===== config.mk =====
export PLATFORM = sky130hd
export DESIGN_NAME = fp_align32
export DESIGN_NICKNAME = d
export VERILOG_FILES = /design/src/rtl/fp_pkg.sv /design/src/rtl/fp_sticky_shift.sv /design/src/rtl/fp_align32.sv
export SDC_FILE = /design/constraint.sdc
export NUM_CORES = 1
export LEC_CHECK = 0
export ABC_AREA = 1
export BUFFER_PORTS_ARGS = -buffer_cell sky130_fd_sc_hd__buf_2
export CAP_MARGIN = 15
export CORE_ASPECT_RATIO = 0.9
export CORE_MARGIN = 2
export CORE_UTILIZATION = 35
export CTS_CLUSTER_SIZE = 12
export DETAILED_ROUTE_END_ITERATION = 8
export RECOVER_POWER = 100
export SYNTH_ARGS = -nofsm -noshare
export SYNTH_HDL_FRONTEND = slang
export SYNTH_SLANG_ARGS = --single-unit

===== constraint.sdc =====
create_clock -name clk -period 6.8 [get_ports clk]
set_clock_uncertainty 0.2 [all_clocks]
set_input_delay 0.68 -clock clk [delete_from_list [all_inputs] [get_ports clk]]
set_output_delay 0.68 -clock clk [all_outputs]
set_load 0.05 [all_outputs]

===== src/rtl/fp_pkg.sv =====
// fp_pkg: shared widths, FSM state encoding and effective-exponent helper for the fp alignment stage
package fp_pkg;
  localparam int EXP_W   = 8;
  localparam int MANT_W  = 24;
  localparam int GRS_W   = 3;
  localparam int ALIGN_W = 27;
  typedef enum logic [1:0] {
    S_IDLE  = 2'd0,
    S_SHIFT = 2'd1,
    S_DONE  = 2'd2
  } state_t;
  // zero/subnormal operands use exponent 1 so their alignment matches normals
  function automatic logic [EXP_W-1:0] eexp(input logic [EXP_W-1:0] e);
    return (e == '0) ? EXP_W'(1) : e;
  endfunction
endpackage


===== src/rtl/fp_sticky_shift.sv =====
// fp_sticky_shift: combinational right shift of a {mant,G,R,S} field, shifted-out bits ORed into bit0
//   val  in  27b value to shift
//   amt  in  shift amount 0..SHIFT_STEP
//   res  out shifted value with sticky in bit0
module fp_sticky_shift
  import fp_pkg::*;
#(
  parameter int AMT_W = 3
) (
  input  logic [ALIGN_W-1:0] val,
  input  logic [AMT_W-1:0]   amt,
  output logic [ALIGN_W-1:0] res
);
  logic [ALIGN_W-1:0] lost;
  assign lost = val & ~({ALIGN_W{1'b1}} << amt);
  assign res  = (val >> amt) | {{(ALIGN_W-1){1'b0}}, |lost};
endmodule


===== src/rtl/fp_align32.sv =====
// fp_align32: fp adder operand alignment; orders operands and right-shifts the smaller mantissa SHIFT_STEP bits per cycle
//   clk, rst (async, active-high)
//   in_valid/in_ready        operand pair handshake (ready only in IDLE)
//   a_*/b_*                  unpacked operands: sign, biased exp, 24b mantissa with hidden bit
//   out_valid/out_ready      aligned pair handshake (valid in DONE, outputs held)
//   big_sign, small_sign, exp_out, mant_big, mant_small, swapped
//   FP_ALIGN_STICKY_EN: when defined G/R/S are tracked; otherwise low 3 bits are truncated to 0
module fp_align32
  import fp_pkg::*;
#(
  parameter int SHIFT_STEP = 4,
  parameter int SHORTCUT   = 27
) (
  input  logic               clk,
  input  logic               rst,
  input  logic               in_valid,
  output logic               in_ready,
  input  logic               a_sign,
  input  logic [EXP_W-1:0]   a_exp,
  input  logic [MANT_W-1:0]  a_mant,
  input  logic               b_sign,
  input  logic [EXP_W-1:0]   b_exp,
  input  logic [MANT_W-1:0]  b_mant,
  output logic               out_valid,
  input  logic               out_ready,
  output logic               big_sign,
  output logic               small_sign,
  output logic [EXP_W-1:0]   exp_out,
  output logic [ALIGN_W-1:0] mant_big,
  output logic [ALIGN_W-1:0] mant_small,
  output logic               swapped
);
  localparam int AMT_W = $clog2(SHIFT_STEP + 1);
  localparam logic [EXP_W-1:0] STEP_E = EXP_W'(SHIFT_STEP);
  localparam logic [EXP_W-1:0] SC_E   = EXP_W'(SHORTCUT);
`ifdef FP_ALIGN_STICKY_EN
  localparam logic [ALIGN_W-1:0] GRS_MASK = '1;
`else
  localparam logic [ALIGN_W-1:0] GRS_MASK = ~ALIGN_W'(7);
`endif
  state_t               state_q, state_d;
  logic                 big_sign_q, big_sign_d, small_sign_q, small_sign_d, swapped_q, swapped_d;
  logic [EXP_W-1:0]     exp_q, exp_d, rem_q, rem_d;
  logic [ALIGN_W-1:0]   mant_big_q, mant_big_d, mant_small_q, mant_small_d, shifted;
  logic [EXP_W-1:0]     ea, eb, diff;
  logic                 b_big;
  logic [MANT_W-1:0]    small_mant;
  logic [AMT_W-1:0]     k;
  assign ea         = eexp(a_exp);
  assign eb         = eexp(b_exp);
  assign b_big      = (eb > ea) || (eb == ea && b_mant > a_mant);
  assign diff       = b_big ? eb - ea : ea - eb;
  assign small_mant = b_big ? a_mant : b_mant;
  assign k          = AMT_W'(rem_q < STEP_E ? rem_q : STEP_E);
  fp_sticky_shift #(.AMT_W(AMT_W)) u_shift (
    .val(mant_small_q),
    .amt(k),
    .res(shifted)
  );
  always_comb begin
    state_d      = state_q;
    big_sign_d   = big_sign_q;
    small_sign_d = small_sign_q;
    swapped_d    = swapped_q;
    exp_d        = exp_q;
    rem_d        = rem_q;
    mant_big_d   = mant_big_q;
    mant_small_d = mant_small_q;
    if (state_q == S_IDLE && in_valid) begin
      swapped_d    = b_big;
      big_sign_d   = b_big ? b_sign : a_sign;
      small_sign_d = b_big ? a_sign : b_sign;
      exp_d        = b_big ? eb : ea;
      mant_big_d   = {(b_big ? b_mant : a_mant), {GRS_W{1'b0}}};
      // far-apart operands only survive as sticky; skip the shift loop entirely
      mant_small_d = (diff >= SC_E ? {{(ALIGN_W-1){1'b0}}, |small_mant} : {small_mant, {GRS_W{1'b0}}}) & GRS_MASK;
      rem_d        = diff;
      state_d      = (diff == '0 || diff >= SC_E) ? S_DONE : S_SHIFT;
    end else if (state_q == S_SHIFT) begin
      mant_small_d = shifted & GRS_MASK;
      rem_d        = rem_q - EXP_W'(k);
      state_d      = rem_d == '0 ? S_DONE : S_SHIFT;
    end else if (state_q != S_DONE || out_ready) begin
      state_d      = S_IDLE;
    end
  end
  always_ff @(posedge clk or posedge rst) begin
    if (rst) begin
      state_q      <= S_IDLE;
      big_sign_q   <= 1'b0;
      small_sign_q <= 1'b0;
      swapped_q    <= 1'b0;
      exp_q        <= '0;
      rem_q        <= '0;
      mant_big_q   <= '0;
      mant_small_q <= '0;
    end else begin
      state_q      <= state_d;
      big_sign_q   <= big_sign_d;
      small_sign_q <= small_sign_d;
      swapped_q    <= swapped_d;
      exp_q        <= exp_d;
      rem_q        <= rem_d;
      mant_big_q   <= mant_big_d;
      mant_small_q <= mant_small_d;
    end
  end
  assign in_ready   = state_q == S_IDLE;
  assign out_valid  = state_q == S_DONE;
  assign big_sign   = big_sign_q;
  assign small_sign = small_sign_q;
  assign exp_out    = exp_q;
  assign mant_big   = mant_big_q;
  assign mant_small = mant_small_q;
  assign swapped    = swapped_q;
endmodule


==> run metrics, run 1 <==
run status=complete, but fails checks; violated checks=capacitance limit, slew limit; Slew headroom=-1.67; Main synth FF type=dfrtp_1; clock-pin slew on the worst setup and hold paths=0.06 ns; first-pass GRT wire length=about 30,000 µm; Max Slew Vio Count=between 100 and 150; kind of critical path=input port to flip-flop; dpl cells=between 1,000 and 1,500; Chip Width=~140 µm; via count of the first global-routing pass=5,596; RSZ-0062 raised after global routing=no; period utilization=0.780; Max clock buf depth=2; Worst Path Required=about 6.7 ns; Num Clock Sinks=between 60 and 70; GRT Residual Overflow=0; Final Routed Wirelength=18,400 µm; Hold Startpoint=swapped$_DFFE_PP0P_; CP Launch Type=input port; Worst Tran Pin Value=~4 ns; Worst R2R Path Depth=11; pin count of the biggest net entering global routing=87; die area=roughly 18,000 µm²; FILL cells=about 1,800; initial drt markers=586; Non-Filler Instances=around 1,200; CTS buffer count=9; Row Count=45; Detail Placement HPWL=13,200 µm; Area growth, synth to finish=13.7%; # Post-CTS Setup Buffers=0; GR Util All Layers=0.207; EDFF count, synth=0; post-synthesis average cell area=around 6.9 µm²; routed vias/inst=between 5 and 6; Hold Path Class=flip-flop to flip-flop; GPL Wtd Cong=slightly below 0.9; Pre-antenna DRT Iters=5; final hold viol count=0; initial antenna violation count=0; CTS tree=built; TNS Setup=0 ns; Post-Syn Area=5970 µm²; WP data arrival=around 5.2 ns; Pwr Density=about 470 nW/µm²; minimum clock period=5.30 ns; port bufs=130; Worst Setup End Kind=flip-flop; H-tree Lvls=3; synth warn=0; worst skew pair latency=around 0.35 ns; peak supply drop=about 0.00027 V; io pins=137; Post-Syn Instances=around 870; Worst Setup SP=a_exp[1]; Max Freq=~0.19 GHz; final setup fails=0; r2r startpoint=state_q[1]$_DFFE_PP0P_; die height=128 µm; WL per Instance=about 16 µm; CTS Root Buffer Type=clkbuf_16; Routed Antenna Nets=0; Hold Path Depth=2; share of cells above drive strength 1=0.117; via count=~6,100; Yosys reg bits=69; MaxCap Viol Count=2; Post-CTS Resized=0; Hold-fix buffers, CTS=0; Core ar.=~17,000 µm²; P_leak=0.00342 µW; initial core utilization=0.356; post-layout net count=1,074; sequential cell area fraction in the yosys report=0.289; FFs w/ async S/R, synth=1.00; Max FO, Critical Path=86; Residual DRC=0; Synth cell types=between 40 and 50; Antenna Diode Count=0
-- power breakdown --
part | leakage (µW) | total [µW] | internal (µW) | switching [µW]
logic | 0.00244 | 1900 | 455 | 1450
registers | 0.000836 | 787 | 618 | 169
clock network | 0.000138 | 473 | 280 | 193
-- sequential cells by signal, summed over array words and instances (netlist names), named ones only --
| name | count |
|---|---|
| big_sign | 1 |
| exp_out | 8 |
| mant_big | 24 |
| mant_small | 22 |
| rem_q | 8 |
| small_sign | 1 |
| state_q | 2 |
| swapped | 1 |
-- logic make-up (layout without fill, tap and decap cells) --
kind of cell,after synthesis,in the layout,share of synthesized area
mux,2,2,0.00335
flops,69,69,0.289
simple gates,334,334,0.247
other cells,2,7,0.00126
xor+xnor,11,11,0.0161
buf+inv,182,272,0.130
compound gates,229,229,0.223
fa+ha+maj,42,42,0.0905
-- cells in the mapped netlist, drive strengths merged (5+ instances only) --
cell type | instances | area (µm²)
a211oi | 5 | 42.5
a21oi | 62 | 329
buf | 21 | 166
clkbuf | 39 | 146
clkinv | 5 | 23.8
dfrtp | 69 | 1730
ha | 40 | 500
inv | 117 | 439
nand2 | 195 | 796
nand3 | 43 | 275
nand4 | 6 | 37.5
nor2 | 82 | 315
o21ai | 111 | 559
o221ai | 17 | 149
o22ai | 16 | 100
xor2 | 9 | 78.8
-- worst max-delay path, stage by stage --
cell      delay (ns)
clkbuf_1        0.13
inv_1           0.16
nand4_1         0.11
nor4_1          0.31
nor2_1          0.11
inv_1           0.09
ha_1            0.16
inv_1           0.06
fa_1            0.40
a21oi_1         0.31
o211ai_1        0.13
nand2_1         0.23
nand2_4         0.46
inv_1           1.16
nand2_1         0.11
nand2_1         0.20
nor2_4          0.16
nand3_1         0.16
o21ai_2         0.06
-- final timing paths --
path / endpoint / slack (ns)
max: state_q[0]$_DFFE_PP0P_ / 1.50
min: swapped$_DFFE_PP0P_ / 0.29
max reg2reg: flip-flop / 1.84
min reg2reg: swapped$_DFFE_PP0P_ / 0.29
max in group asynchronous: exp_out[4]$_DFFE_PP0P_ / 2.45
min in group asynchronous: mant_small[22]$_DFFE_PP0P_ / 1.69
-- placed cells by master, fill, tap and decap left out, types with 3 or more instances in the layout --
master,instances
nand2_1,184
inv_1,116
o21ai_0,110
nor2_1,81
dfrtp_1,69
buf_2,68
clkbuf_1,65
a21oi_1,60
ha_1,40
nand3_1,38
o221ai_1,17
o22ai_1,16
xor2_1,9
clkbuf_16,9
conb_1,7
nand4_1,6
nand2_2,6
clkinv_1,5
nand3_2,5
nand2_4,4
a211oi_1,4
a21boi_2,4
o211ai_1,3
a22oi_1,3
clkinv_2,3
-- metrics by stage --
step | total power, µW | utilization | setup WS [ns] | hold slack [ns] | instance area [µm²]
global route | 3410 | 0.405 | 0.989 | 0.327 | 6790
CTS | 3220 | 0.412 | 2.07 | 0.288 | 6920
finish | 3160 | 0.405 | 1.50 | 0.288 | 6790
floorplan | 2250 | - | 3.37 | 0.259 | 5990
global placement | 2720 | 0.395 | 1.90 | 0.273 | 6630
detailed placement | 2730 | 0.396 | 1.73 | 0.273 | 6640
-- final cells by class --
cell class,instances,area (µm²),share of cell area
multi-input cells,625,3450,0.508
flip-flops and latches,69,1730,0.254
repair buffers,135,607,0.0894
inverters,122,463,0.0682
well taps,211,264,0.0389
clock buffers,10,229,0.0337
clock inverters,5,52.6,0.00774
-- layer usage --
metal,part of all wire,vias to the layer above,track usage
met5,0,-,0
met4,0.015,0,0.0500
met3,0.074,16,0.0467
met2,0.42,229,0.304
met1,0.49,2787,0.308
li1,-,3023,-
(Power assumes the default switching activity.)
==> run 2, diff against run 1 <==
--- a/config.mk
+++ b/config.mk
@@ -5,7 +5,7 @@
 export SDC_FILE = /design/constraint.sdc
 export NUM_CORES = 1
 export LEC_CHECK = 0
-export ABC_AREA = 1
+export ABC_AREA = 0
 export BUFFER_PORTS_ARGS = -buffer_cell sky130_fd_sc_hd__buf_2
 export CAP_MARGIN = 15
 export CORE_ASPECT_RATIO = 0.9
==> constraint.sdc (replaced) <==
create_clock -name clk -period 4.5 [get_ports clk]
set_clock_uncertainty 0.2 [all_clocks]
set_input_delay 0.45 -clock clk [delete_from_list [all_inputs] [get_ports clk]]
set_output_delay 0.45 -clock clk [all_outputs]
set_load 0.05 [all_outputs]
==> run 2 against run 1 <==
The flow still finishes with violations (capacitance limit, slew limit); largest cell class unchanged; utilization increased by 1.3 points; via count fell by 10%; first-iteration DRC count down 31%; sequential power up 64%; count of clock-buffer cells in the layout unchanged; sequential cell count unchanged; wire length fell by 8.3%.
==> run metrics, run 2 <==
Num Clock Sinks=69; P_leak=roughly 0.0032 µW; area occupied by multi-input gates=between 3000 and 4000 µm²; r2r startpoint=rem_q[2]$_DFFE_PP0P_; Detail Placement HPWL=12,800 µm; pin count of the biggest net entering global routing=100; post-route cell area=just under 7000 µm²; Worst Path Required=between 4 and 5 ns; peak supply drop=roughly 0.00037 V; period utilization=0.914; Worst Tran Pin Value=~1.6 ns; clock-pin slew on the worst setup and hold paths=roughly 0.060 ns; synth warn=0; Reg2Reg Setup Slack=about 1.2 ns; Synth top area share=0.299; most common cell after layout, fill and taps aside=nand2_1; Top delay family on crit path=compound AO/OA/AOI/OAI gates; Post-Syn Instances=between 700 and 800; Worst R2R Path Depth=13; highest cell delay on the worst timing path=about 0.38 ns; Worst Setup SP=a_exp[4]; crit path to=mant_small[12]$_DFFE_PP0P_; RSZ-0062 raised after global routing=no; kind of critical path=input port to flip-flop; count leader, synth=nand2_1; Post-Syn Area=just under 6000 µm²; CTS tree=built; Critical Path Slowest Stage Cell=fa_1; Row Count=44; WL per Instance=16.4 µm; GR Util All Layers=0.194; io pins=around 140; CP bufs+invs=3; routed vias/inst=about 5.3; minimum clock period=just over 4 ns; initial core utilization=0.358; top cells by area, synth=dfrtp_1, ha_1, mux2i_1, o21ai_0, a21oi_1; Hold-fix buffers, CTS=0; initial antenna violation count=1; Core ar.=~16,000 µm²; die height=between 100 and 150 µm; Max Freq=around 0.24 GHz; H-tree Lvls=3; GRT Residual Overflow=0; Final Routed Wirelength=about 17,000 µm; max reg flops=24; Max clock buf depth=2; Main synth FF type=dfrtp_1; post-synthesis average cell area=just over 8 µm²; most frequent cells in the layout=nand2_1, o21ai_0, dfrtp_1, buf_2, clkbuf_1; CP Launch Type=input port; post-layout net count=931; MaxCap Viol Count=2; Yosys reg bits=69; FFs w/ async S/R, synth=1.00; Crit path depth=17; share of cells above drive strength 1=0.136; die area=17,500 µm²; Hold Startpoint=a_sign; GPL Wtd Cong=between 0.8 and 0.9; EDFF count, synth=0; via count=5,442; R2R Path End=state_q[1]$_DFFE_PP0P_; Pwr Density=around 700 nW/µm²; initial drt markers=~400; Max FO, Critical Path=23; Routed Antenna Nets=0; port bufs=130; Max Slew Vio Count=72; WP data arrival=between 4 and 5 ns; Hold Path Class=input port to flip-flop; Area growth, synth to finish=16.8%; final hold viol count=0; register area=between 1500 and 2000 µm²; final setup fails=0; Synth cell types=57; via count of the first global-routing pass=roughly 5,000; sequential cell area fraction in the yosys report=0.299; worst skew pair latency=0.34 ns; Slew headroom=-0.0680; Synth top cells by count=nand2_1, o21ai_0, dfrtp_1, a21oi_1, nor2_1; FILL cells=about 1,700; violated checks=capacitance limit, slew limit; Final Core Density=0.418; Post-DP Area=~6600 µm²; worst path cell trace=buf_2, nor4_1, a41oi_1, inv_1, ha_1, inv_1, fa_1, a21o_1, a21oi_1, a21oi_1, a211o_1, o211ai_4, mux2i_1, xor2_1, o21ai_0, a31o_4, o31ai_1; run status=complete, but fails checks; CTS buffer count=9; CTS Root Buffer Type=clkbuf_16; Worst Setup End Kind=flip-flop; cell taking the most area after synthesis=dfrtp_1; first-pass GRT wire length=between 20,000 and 30,000 µm; Residual DRC=0; Pre-antenna DRT Iters=6; Chip Width=~140 µm
run 2: changes by cell type after synthesis, sizes merged, moves of 11 or more:
cell,change
inv,-71
nor2b,+11
nand2b,+17
nand3,-33
o221ai,-16
nor2,-24
o21ai,-35
nor3,+11
nand2,-116
o31ai,+17
mux2i,+46
run 2: cells by family (layout without fill, tap and decap cells):
logic type | after synthesis | count (layout) | share of synthesized area
AO/OA/AOI/OAI | 217 | 217 | 0.240
XOR/XNOR | 7 | 7 | 0.0106
adder cells (fa/ha/maj) | 42 | 42 | 0.0936
buffers and inverters | 107 | 212 | 0.0774
flip-flops | 69 | 69 | 0.299
multiplexers | 59 | 59 | 0.112
other | 2 | 8 | 0.00130
AND/OR/NAND/NOR | 211 | 211 | 0.166
run 2: final cells by class:
| class | count | share of cell area |
|---|---|---|
| diodes | 1 | 0.000371 |
| clock buffers | 10 | 0.0339 |
| clock inverters | 6 | 0.0130 |
| inverters | 47 | 0.0262 |
| multi-input cells | 543 | 0.529 |
| flip-flops and latches | 69 | 0.256 |
| well taps | 207 | 0.0384 |
| repair buffers | 149 | 0.103 |
run 2: how the worst min path moves through the flow:
stage	end	slack, ns	depth (start not counted)
6_report	small_sign$_DFFE_PP0P_	0.20	3
5_1_grt	small_sign$_DFFE_PP0P_	0.25	3
4_1_cts	mant_small[20]$_DFFE_PP0P_	0.12	2
3_5_place_dp	mant_big[16]$_DFFE_PP0P_	0.26	2
3_3_place_gp	mant_big[16]$_DFFE_PP0P_	0.26	2
2_1_floorplan	rem_q[7]$_DFFE_PP0P_	0.32	2
run 2: where the power goes:
part | switching, µW | leakage, µW | internal [µW]
clock network | 285 | 0.000145 | 484
logic | 1900 | 0.00220 | 752
registers | 371 | 0.000853 | 915
total | 2560 | 0.00319 | 2150
run 2: through the flow:
stage	hold slack (ns)	power [µW]	setup WS, ns	setup TNS (ns)	instances
floorplan	0.318	3360	0.521	0	719
global placement	0.259	4050	0.0445	0	1015
detailed placement	0.265	4070	-0.0632	-0.375	1015
CTS	0.124	4860	0.312	0	1031
global route	0.247	5060	0.0421	0	1032
finish	0.205	4710	0.387	0	1032
run 2: tightest hold or removal path: stages:
cell and delay [ns]:
buf_2 0.08, mux2i_1 0.05, o21ai_0 0.13
run 2: metal layers:
layer | share of wire | vias to the layer above | global-route usage
met1 | 0.50 | 2516 | 0.294
met3 | 0.066 | 17 | 0.0433
met2 | 0.42 | 191 | 0.281
met4 | 0.012 | 0 | 0.0463
li1 | - | 2718 | -
met5 | 0 | - | 0
run 2: what timing repair did:
item,CTS,global route
setup buffers,0,0
gates resized for setup,0,1
setup endpoints to repair,0,11
